<file path="config.mk">
export PLATFORM = sky130hd
export DESIGN_NAME = target_port
export DESIGN_NICKNAME = d
export VERILOG_FILES = /design/src/rtl/target_port.sv
export SDC_FILE = /design/constraint.sdc
export NUM_CORES = 1
export LEC_CHECK = 0
export ABC_CLOCK_PERIOD_IN_PS = 3840
export CORE_MARGIN = 1.5
export CORE_UTILIZATION = 50
export CTS_CLUSTER_DIAMETER = 120
export CTS_CLUSTER_SIZE = 24
export DETAILED_ROUTE_END_ITERATION = 10
export GPL_ROUTABILITY_DRIVEN = 1
export GPL_TIMING_DRIVEN = 1
export PLACE_DENSITY = 0.83
export SLEW_MARGIN = 10
export SYNTH_ARGS = -nofsm -noshare
export SYNTH_HDL_FRONTEND = slang
export SYNTH_SLANG_ARGS = --single-unit
</file>
<file path="constraint.sdc">
create_clock -name clk -period 3.84 [get_ports clk]
set_clock_uncertainty 0.15 [all_clocks]
set_input_delay 0.384 -clock clk [delete_from_list [all_inputs] [get_ports clk]]
set_output_delay 0.384 -clock clk [all_outputs]
set_load 0.05 [all_outputs]
</file>
<file path="src/rtl/target_port.sv">
// Bus-side front end for the 8-bit memory target: serial bus <-> parallel target strobes.
// Optional WAIT-state response timeout is enabled with `define TARGET_PORT_TIMEOUT_EN.
module target_port #(
    parameter int ADDR_W      = 16,
    parameter int DATA_W      = 8,
    parameter int TIMEOUT_CYC = 15
) (
    input  logic              clk,
    input  logic              rst_n,
    input  logic              b_sel,
    input  logic              b_valid,
    input  logic              b_wdata,
    input  logic              b_mode,
    output logic              b_rdata,
    output logic              b_rvalid,
    output logic              b_ack,
    output logic              b_err,
    output logic              b_ready,
    output logic [ADDR_W-1:0] t_addr,
    output logic              t_addr_valid,
    output logic [DATA_W-1:0] t_wdata,
    output logic              t_wdata_valid,
    output logic              t_rw,
    input  logic [DATA_W-1:0] t_rdata,
    input  logic              t_rdata_valid,
    input  logic              t_ack,
    input  logic              t_ready
);

    localparam int MAXW  = (ADDR_W > DATA_W) ? ADDR_W : DATA_W;
    localparam int CNT_W = $clog2(MAXW + 1);

    typedef enum logic [2:0] {IDLE, ADDR, WDATA, ISSUE, WAIT, RDATA} state_t;

    state_t            state_q;
    logic [CNT_W-1:0]  cnt_q;
    logic [ADDR_W-1:0] addr_q;
    logic [DATA_W-1:0] data_q;
    logic              mode_q;
    logic              b_rdata_q, b_rvalid_q, b_ack_q;
    logic [ADDR_W-1:0] t_addr_q;
    logic [DATA_W-1:0] t_wdata_q;
    logic              t_addr_valid_q, t_wdata_valid_q, t_rw_q;
    logic [ADDR_W-1:0] addr_d;
    logic [DATA_W-1:0] data_d;

    // Serial bits arrive LSB first, so shifting in from the top leaves bit 0 at the bottom.
    assign addr_d = {b_wdata, addr_q[ADDR_W-1:1]};
    assign data_d = {b_wdata, data_q[DATA_W-1:1]};

`ifdef TARGET_PORT_TIMEOUT_EN
    localparam int TW = $clog2(TIMEOUT_CYC + 1);
    logic [TW-1:0] wait_cnt_q;
    logic          b_err_q;
`endif

    always_ff @(posedge clk or negedge rst_n) begin
        if (!rst_n) begin
            state_q         <= IDLE;
            cnt_q           <= '0;
            addr_q          <= '0;
            data_q          <= '0;
            mode_q          <= 1'b0;
            b_rdata_q       <= 1'b0;
            b_rvalid_q      <= 1'b0;
            b_ack_q         <= 1'b0;
            t_addr_q        <= '0;
            t_wdata_q       <= '0;
            t_addr_valid_q  <= 1'b0;
            t_wdata_valid_q <= 1'b0;
            t_rw_q          <= 1'b0;
`ifdef TARGET_PORT_TIMEOUT_EN
            wait_cnt_q      <= '0;
            b_err_q         <= 1'b0;
`endif
        end else begin
            b_ack_q         <= 1'b0;
            t_addr_valid_q  <= 1'b0;
            t_wdata_valid_q <= 1'b0;
`ifdef TARGET_PORT_TIMEOUT_EN
            b_err_q         <= 1'b0;
`endif
            case (state_q)
                IDLE: begin
                    if (b_sel && b_valid && t_ready) begin
                        addr_q  <= addr_d;
                        mode_q  <= b_mode;
                        cnt_q   <= CNT_W'(1);
                        state_q <= ADDR;
                    end
                end
                ADDR: begin
                    if (!b_sel) begin
                        state_q <= IDLE;
                    end else if (b_valid) begin
                        addr_q <= addr_d;
                        cnt_q  <= cnt_q + CNT_W'(1);
                        if (cnt_q == CNT_W'(ADDR_W - 1)) begin
                            if (mode_q) begin
                                cnt_q   <= '0;
                                state_q <= WDATA;
                            end else begin
                                t_addr_q       <= addr_d;
                                t_rw_q         <= 1'b0;
                                t_addr_valid_q <= 1'b1;
                                state_q        <= ISSUE;
                            end
                        end
                    end
                end
                WDATA: begin
                    if (!b_sel) begin
                        state_q <= IDLE;
                    end else if (b_valid) begin
                        data_q <= data_d;
                        cnt_q  <= cnt_q + CNT_W'(1);
                        if (cnt_q == CNT_W'(DATA_W - 1)) begin
                            t_addr_q        <= addr_q;
                            t_wdata_q       <= data_d;
                            t_rw_q          <= 1'b1;
                            t_addr_valid_q  <= 1'b1;
                            t_wdata_valid_q <= 1'b1;
                            state_q         <= ISSUE;
                        end
                    end
                end
                ISSUE: begin
                    state_q <= WAIT;
`ifdef TARGET_PORT_TIMEOUT_EN
                    wait_cnt_q <= '0;
`endif
                end
                WAIT: begin
                    if (mode_q && t_ack) begin
                        b_ack_q <= 1'b1;
                        state_q <= IDLE;
                    end else if (!mode_q && t_rdata_valid) begin
                        // Bit 0 goes out immediately; the rest drain from the shift register.
                        b_rdata_q  <= t_rdata[0];
                        b_rvalid_q <= 1'b1;
                        data_q     <= t_rdata >> 1;
                        cnt_q      <= CNT_W'(1);
                        state_q    <= RDATA;
`ifdef TARGET_PORT_TIMEOUT_EN
                    end else if (wait_cnt_q == TW'(TIMEOUT_CYC - 1)) begin
                        b_ack_q <= 1'b1;
                        b_err_q <= 1'b1;
                        state_q <= IDLE;
                    end else begin
                        wait_cnt_q <= wait_cnt_q + TW'(1);
`endif
                    end
                end
                RDATA: begin
                    if (cnt_q == CNT_W'(DATA_W)) begin
                        b_rdata_q  <= 1'b0;
                        b_rvalid_q <= 1'b0;
                        state_q    <= IDLE;
                    end else begin
                        b_rdata_q <= data_q[0];
                        data_q    <= data_q >> 1;
                        cnt_q     <= cnt_q + CNT_W'(1);
                        b_ack_q   <= (cnt_q == CNT_W'(DATA_W - 1));
                    end
                end
                default: state_q <= IDLE;
            endcase
        end
    end

    assign b_ready       = (state_q == IDLE) && t_ready;
    assign b_rdata       = b_rdata_q;
    assign b_rvalid      = b_rvalid_q;
    assign b_ack         = b_ack_q;
    assign t_addr        = t_addr_q;
    assign t_wdata       = t_wdata_q;
    assign t_addr_valid  = t_addr_valid_q;
    assign t_wdata_valid = t_wdata_valid_q;
    assign t_rw          = t_rw_q;
`ifdef TARGET_PORT_TIMEOUT_EN
    assign b_err         = b_err_q;
`else
    assign b_err         = 1'b0;
`endif

endmodule

</file>
## Yosys cells after proc, flatten, opt, wreduce, memory -nomap -nowiden

Index checks and enable logic that the tools add are counted.

- Word-level logic and storage cells: 129
- Bits in registers: 63
- Output and inout port bits: 32
- Input bits: 17

- Reduce and logical (&&, ||, !) cells: 21
- Add/subtract/negate cells: 1
- Eq/ne operators: 25
- Multiplexer cells: 69

Operators with widths:

| operator | count |
|---|---|
| $mux W16 | 10 |
| $pmux W16 S2 | 2 |
| $mux W5 | 10 |
| $mux W8 | 5 |
| $mux W3 | 10 |
| $pmux W5 S5 | 1 |
| $mux W1 | 24 |
| $ne A2 B2 Y1 const B | 12 |
| $pmux W8 S3 | 1 |
| $pmux W3 S6 | 1 |
| $ne A3 B3 Y1 const B | 5 |
| $reduce_and A4 Y1 | 3 |
| $eq A5 B4 Y1 const B | 2 |
| $pmux W1 S2 | 5 |
| $reduce_and A9 Y1 | 1 |
| $reduce_and A8 Y1 | 1 |
| $reduce_and A7 Y1 | 1 |
| $eq A3 B2 Y1 const B | 2 |
| $eq A3 B3 Y1 const B | 2 |
| $reduce_and A6 Y1 | 1 |
| $reduce_bool A2 Y1 | 3 |
| $add A5 B1 Y5 const B | 1 |
| $eq A5 B3 Y1 const B | 1 |
| $logic_and A1 B1 Y1 | 5 |
| other kinds (7) | 7 |

## Logic depth before layout (Yosys ltp)

Gate-level depths: netlist of run 1.

- Depth after elaboration: 6
- Gate-level depth with buffers: 8

## Least setup slack after synthesis of run 1

OpenSTA, ideal clock, no wires.

- Kind: register to register
- Start point: register state_q[1]
- End point: register addr_q[0]
- Arrival: 2.005 ns
- Path slack: 1.560 ns
- Stages on the path, launching flop included: 6
- Required time: 3.565 ns
- Period minus slack after synthesis: 2.280 ns
- Path through: dfrtp_1 -> buf_2 -> nor4b_4 -> o21bai_2 -> buf_2 -> mux2_2

- Longest elaborated chain between the ends: 3

Ends and longest elaborated chain:

| element | line | text |
|---|---|---|
| start, declared | 35 | `state_t state_q;` |
| start signal, assigned | 59 | `state_q <= IDLE;` |
| start signal, assigned | 89 | `state_q <= ADDR;` |
| start signal, assigned | 94 | `state_q <= IDLE;` |
| $eq A3 B1 Y1 / $logic_not A3 Y1 (equally long branches) | 83 | `case (state_q)` |
| $ne A2 B2 Y1 (no source line) / $reduce_bool A2 Y1 (equally long branches) | n/a |  |
| $reduce_and A4 Y1 (no source line) | n/a |  |
| end signal, assigned | 86 | `addr_q <= addr_d;` |
| end signal, assigned | 96 | `addr_q <= addr_d;` |
| end, declared | 37 | `logic [ADDR_W-1:0] addr_q;` |

Several ways; a longest one is shown, not always the timed one.
A chain may end at the register's enable or synchronous reset.

## Final worst setup path of run 1

- Start point: register state_q[2]
- End point: output port b_ready

- Longest elaborated chain between the ends: 2

Ends and longest elaborated chain:

| element | line | text |
|---|---|---|
| $logic_not A3 Y1 | 171 | `assign b_ready = (state_q == IDLE) && t_ready;` |
| $logic_and A1 B1 Y1 | 171 |  |
| end, declared | 18 | `output logic b_ready,` |

Every way passes these cells.

==> flow_summary.json, run 1 <==
{
  "grt.overflow.total": 0,
  "yosysSeqAreaShare": 0.5085,
  "holdBufCountCts": 0,
  "worstPathCellList": "nor4b_4 > clkdlybuf4s50_1",
  "dp_hpwl_mm": 4.059,
  "grt_max_degree": 44,
  "syn_nets": 303,
  "yosys_register_bits": 63,
  "dr.pass1.iters": 4,
  "ys_types": 45,
  "drive_above_1_share": 0.1964,
  "finalSetupTns_ns": 0,
  "track_usage": 0.2009,
  "grt_pass1_wl_mm": 10.05,
  "crit_arrival_ns": 2.24,
  "crit_path_max_fanout": 17,
  "start_util": 0.5206,
  "viasPerCell": 5.500,
  "die_area_mm2": 0.006682,
  "ant_nets": 0,
  "finalHoldViolCount": 0,
  "post-route-util": 0.6342,
  "cts_num_sinks": 63,
  "drc": 0,
  "die_h_um": 81.75,
  "cts_resized": 0,
  "fin_crit_sh": 0.7221,
  "coreArea_mm2": 0.005956,
  "gp_congestion": 0.8350,
  "p_leak_nw": 1.580,
  "fp-row-count": 28,
  "numCtsBuffers": 9,
  "final_common_cell": "dfrtp_1",
  "p_total_mw": 2.503,
  "wl_per_cell_um": 14.57,
  "crit_required_ns": 3.31,
  "start_kind": "flip-flop",
  "irDropWorstVdd_v": 0.0004382,
  "timing.final.max_slew_violations": 0,
  "cpMaxStageDelayCell": "clkdlybuf4s50_1",
  "yosysTopAreaCell": "dfrtp_1",
  "place_ws_ns": 1.198,
  "cts_max_level": 3,
  "post_cts_buffers": 0,
  "synth_area_mm2": 0.003100,
  "final_nets": 348,
  "p_per_area_mw_per_mm2": 662.7,
  "pin_count": 49,
  "cap_viol_max_count": 0,
  "clk_path_buf_depth": 2,
  "area_delta_synth_final_pct": 21.83,
  "antenna_found_initial": 0,
  "worst_pin_slew_ns": 1.094,
  "post-route-min-period_ns": 2.773,
  "crit_buf_inv": 1,
  "ys.flop_type": "dfrtp_1",
  "synth_top_area_frac": 0.5085,
  "ys_warn_count": 0,
  "min_path_type": "primary input to async pin",
  "finalNonFillerCells": 406,
  "synth_area_leaders": "dfrtp_1, mux2_2, mux2i_1",
  "rsz0062_at_grt": "no",
  "final_cell_mix": "dfrtp_1, clkdlybuf4s50_1, nor2_1",
  "num-fill-cells": 494,
  "synth_edf_count": 0,
  "cp_slowest_stage_delay_ns": 0.86,
  "numPortBuffers": 47,
  "vias": 2233,
  "end_kind": "output pin",
  "dpl.cell_count": 390,
  "cpLargestDelayFamily": "buffers and inverters",
  "grt_pass1_vias": 2198,
  "die_w_um": 81.75,
  "setup_viol": 0,
  "syn_area_per_cell_um2": 11.03,
  "clk_latency_ns": 0.34,
  "syn_inst": 281,
  "slew_headroom": 0.2707,
  "antennaDiodeCount": 0,
  "detail_route.iter0.violations": 90,
  "worst_slack_ns": 1.067,
  "max_freq_mhz": 360.6,
  "critPathKind": "flip-flop to output pin",
  "finalWirelength_mm": 5.917,
  "status": "complete, no violations",
  "cts_tree": "done",
  "clock-root-buffer": "clkbuf_8",
  "async_reset_ff_frac": 1.000,
  "clkTransAtPathRegs_ns": 0.07
}
-- routing by layer --
| metal | share of wire | up-vias | wire (µm) | global-route usage |
|---|---|---|---|---|
| met4 | 0.027 | 0 | 160 | 0.1186 |
| met3 | 0.042 | 14 | 246 | 0.04778 |
| met1 | 0.46 | 1090 | 2700 | 0.2514 |
| met2 | 0.48 | 51 | 2811 | 0.3156 |
| li1 | - | 1078 | - | - |
| met5 | 0 | - | 0 | 0 |
-- final cells by class --
| cell class | instances | area [µm²] | area share |
|---|---|---|---|
| multi-input cells | 193 | 1396 | 0.3697 |
| clock inverters | 6 | 61.31 | 0.01623 |
| repair buffers | 50 | 488.0 | 0.1292 |
| clock buffers | 10 | 127.6 | 0.03379 |
| flip-flops and latches | 63 | 1577 | 0.4174 |
| inverters | 9 | 33.78 | 0.008943 |
| well taps | 75 | 93.84 | 0.02484 |
-- registers in the layout, summed over array words and instances, names as in the netlist --
register	flops
mode_q	1
b_ack	1
data_q	8
b_rvalid	1
t_wdata_valid	1
t_addr	16
state_q	3
t_wdata	8
t_addr_valid	1
cnt_q	5
b_rdata	1
addr_q	16
t_rw	1
-- report_power, final --
group | switching [mW] | internal [mW]
clock | 0.264 | 0.297
combinational | 0.563 | 0.379
sequential | 0.165 | 0.834
-- kinds of logic after synthesis --
kind of cell | share of synthesized area
adders and majority gates | 0.02018
muxes | 0.1683
AOI/OAI and AO/OA | 0.1465
and+or+nand+nor | 0.1142
other | 0.001209
buffers and inverters | 0.04116
DFF | 0.5085
-- cells in the mapped netlist, types with 3 or more instances --
cell type,instances
inv_1,9
mux2i_1,24
mux2_2,25
a21oi_2,13
nand2b_1,3
o22ai_1,5
nand2_1,22
ha_1,5
buf_2,9
o21ai_0,18
a21oi_1,14
clkbuf_1,3
nor2_1,27
dfrtp_1,63
-- path summary, 6_finish.rpt --
check	slack, ns	startpoint	cells past startpoint	end
worst max-delay path	1.07	state_q[2]$_DFFE_PN0P_	2	b_ready
worst min-delay path	0.04	rst_n	1	t_addr[3]$_DFFE_PN0P_
worst max register to register	1.25	state_q[1]$_DFFE_PN0P_	4	t_wdata[4]$_DFFE_PN0P_
worst min register to register	0.35	data_q[0]$_DFFE_PN0P_	2	data_q[0]$_DFFE_PN0P_
max in group asynchronous	2.68	rst_n	2	addr_q[14]$_DFFE_PN0P_
min in group clk	0.35	data_q[0]$_DFFE_PN0P_	2	data_q[0]$_DFFE_PN0P_
-- per-stage QoR --
stage                     hold WS [ns]  cell area, µm²
after floorplan               -0.06159            3100
after global placement          0.3230            3588
after detailed placement        0.3455            3588
after CTS                      0.07100            3777
after global routing            0.1162            3777
final                          0.04142            3777
Power figures use the tool's default switching activity.
==> run 2: changes to the inputs <==
--- a/config.mk
+++ b/config.mk
@@ -5,7 +5,7 @@
 export SDC_FILE = /design/constraint.sdc
 export NUM_CORES = 1
 export LEC_CHECK = 0
-export ABC_CLOCK_PERIOD_IN_PS = 3840
+export ABC_CLOCK_PERIOD_IN_PS = 2700
 export CORE_MARGIN = 1.5
 export CORE_UTILIZATION = 50
 export CTS_CLUSTER_DIAMETER = 120
==> constraint.sdc (replaced) <==
create_clock -name clk -period 2.7 [get_ports clk]
set_clock_uncertainty 0.15 [all_clocks]
set_input_delay 0.27 -clock clk [delete_from_list [all_inputs] [get_ports clk]]
set_output_delay 0.27 -clock clk [all_outputs]
set_load 0.05 [all_outputs]
==> flow_summary.json, run 2 (same netlist as run 1, synthesis figures left out) <==
{
  "status": "complete, no violations",
  "cp_slowest_stage_delay_ns": 0.43,
  "cts_resized": 0,
  "numPortBuffers": 47,
  "crit_required_ns": 2.81,
  "r2r_setup_slack_ns": 0.45,
  "crit_path_max_fanout": 33,
  "grt_pass1_vias": 2102,
  "dr.pass1.iters": 4,
  "viasPerCell": 5.440,
  "clk_latency_ns": 0.33,
  "grt.overflow.total": 0,
  "timing.final.max_slew_violations": 0,
  "die_area_mm2": 0.006682,
  "die_w_um": 81.75,
  "p_total_mw": 3.528,
  "crit_buf_inv": 1,
  "worstPathCellList": "ha_1 > and3_1 > ha_1 > or3b_4 > a21oi_4 > buf_12 > nor2_1 > a21oi_2",
  "r2r_start": "cnt_q[0]$_DFFE_PN0P_",
  "fin_crit_sh": 0.8320,
  "cts_max_level": 3,
  "clk_path_buf_depth": 2,
  "ant_nets": 0,
  "grt_max_degree": 34,
  "start_util": 0.5206,
  "worst_pin_slew_ns": 0.7710,
  "worst_path_most_repeated_cell": "ha_1",
  "slew_headroom": 0.4856,
  "route.met2.wl_mm": 2.869,
  "cts_tree": "done",
  "coreArea_mm2": 0.005956,
  "p_per_area_mw_per_mm2": 920.8,
  "die_h_um": 81.75,
  "numCtsBuffers": 9,
  "timing.rr.end": "t_addr[14]$_DFFE_PN0P_",
  "setup_viol": 0,
  "drive_above_1_share": 0.2113,
  "track_usage": 0.1962,
  "num-fill-cells": 481,
  "finalHoldViolCount": 0,
  "end_kind": "flip-flop",
  "irDropWorstVdd_v": 0.0004728,
  "met1_length_mm": 2.682,
  "p_leak_nw": 1.616,
  "fp-row-count": 28,
  "gp_congestion": 0.8963,
  "cts_num_sinks": 63,
  "antenna_found_initial": 0,
  "crit_arrival_ns": 2.35,
  "clock-root-buffer": "clkbuf_8",
  "finalSetupTns_ns": 0,
  "final_nets": 356,
  "start_kind": "flip-flop",
  "wl_met3_um": 219,
  "wl_per_cell_um": 14.15,
  "grt_pass1_wl_mm": 9.894,
  "drc": 0,
  "area_delta_synth_final_pct": 23.57,
  "dr.max_layer_used": "met4",
  "max_freq_mhz": 445.2,
  "finalWirelength_mm": 5.815,
  "cap_viol_max_count": 0,
  "timing.hold.ws_ns": 0.2028,
  "vias": 2236,
  "final_cell_mix": "dfrtp_1, clkdlybuf4s50_1, nor2_1",
  "rsz0062_at_grt": "no",
  "antennaDiodeCount": 0,
  "reg2regPathDepth": 8,
  "critPathKind": "flip-flop to flip-flop",
  "post-route-min-period_ns": 2.246,
  "cpMaxStageDelayCell": "dfrtp_1",
  "cpLargestDelayFamily": "simple AND/OR/NAND/NOR gates",
  "min_path_type": "primary input to async pin",
  "post-route-util": 0.6433,
  "final_common_cell": "dfrtp_1",
  "clkTransAtPathRegs_ns": 0.06,
  "dp_hpwl_mm": 4.209,
  "pin_count": 49,
  "detail_route.iter0.violations": 82
}
run 2: final cells by class:
type | count | area, µm² | area share
Sequential cell | 63 | 1577 | 0.4115
Timing Repair Buffer | 58 | 560.5 | 0.1463
Tap cell | 75 | 93.84 | 0.02449
Clock buffer | 12 | 165.2 | 0.04311
Clock inverter | 1 | 5.005 | 0.001306
Multi-Input combinational cell | 193 | 1396 | 0.3645
Inverter | 9 | 33.78 | 0.008818
run 2: worst max-delay path by stage:
stage / from / endpoint / slack [ns] / cells past startpoint
6_report: cnt_q[0]$_DFFE_PN0P_ / t_addr[14]$_DFFE_PN0P_ / 0.45 / 8
5_1_grt: cnt_q[0]$_DFFE_PN0P_ / t_addr[4]$_DFFE_PN0P_ / 0.27 / 8
4_1_cts: cnt_q[0]$_DFFE_PN0P_ / t_addr[4]$_DFFE_PN0P_ / 0.46 / 8
3_5_place_dp: t_ready / addr_q[7]$_DFFE_PN0P_ / 0.44 / 4
3_3_place_gp: t_ready / addr_q[13]$_DFFE_PN0P_ / 0.50 / 4
2_1_floorplan: state_q[1]$_DFFE_PN0P_ / addr_q[0]$_DFFE_PN0P_ / 0.42 / 5
run 2: where the power goes:
part | total [mW] | leakage (nW) | internal (mW) | switching [mW]
Combinational | 1.39 | 0.705 | 0.576 | 0.817
Clock | 0.721 | 0.0902 | 0.392 | 0.329
Sequential | 1.41 | 0.821 | 1.19 | 0.225
Total | 3.53 | 1.62 | 2.16 | 1.37
run 2: timing repair:
| action | CTS | global route |
|---|---|---|
| endpoints found under the hold margin | 12 | 0 |
| hold buffers | 1 | 0 |
| setup buffers | 0 | 0 |
run 2: through the flow:
step,instance area (µm²),std cells,worst slack (ns)
final,3831,411,0.4537
after global routing,3831,411,0.2696
after CTS,3831,411,0.4638
after detailed placement,3651,397,0.4424
after global placement,3651,397,0.4990
after floorplan,3100,281,0.4205
run 2: layer usage:
| layer | up-vias | track usage |
|---|---|---|
| li1 | 1101 | - |
| met1 | 1082 | 0.2619 |
| met2 | 48 | 0.3139 |
| met3 | 5 | 0.05000 |
| met4 | 0 | 0.06102 |
| met5 | - | 0 |
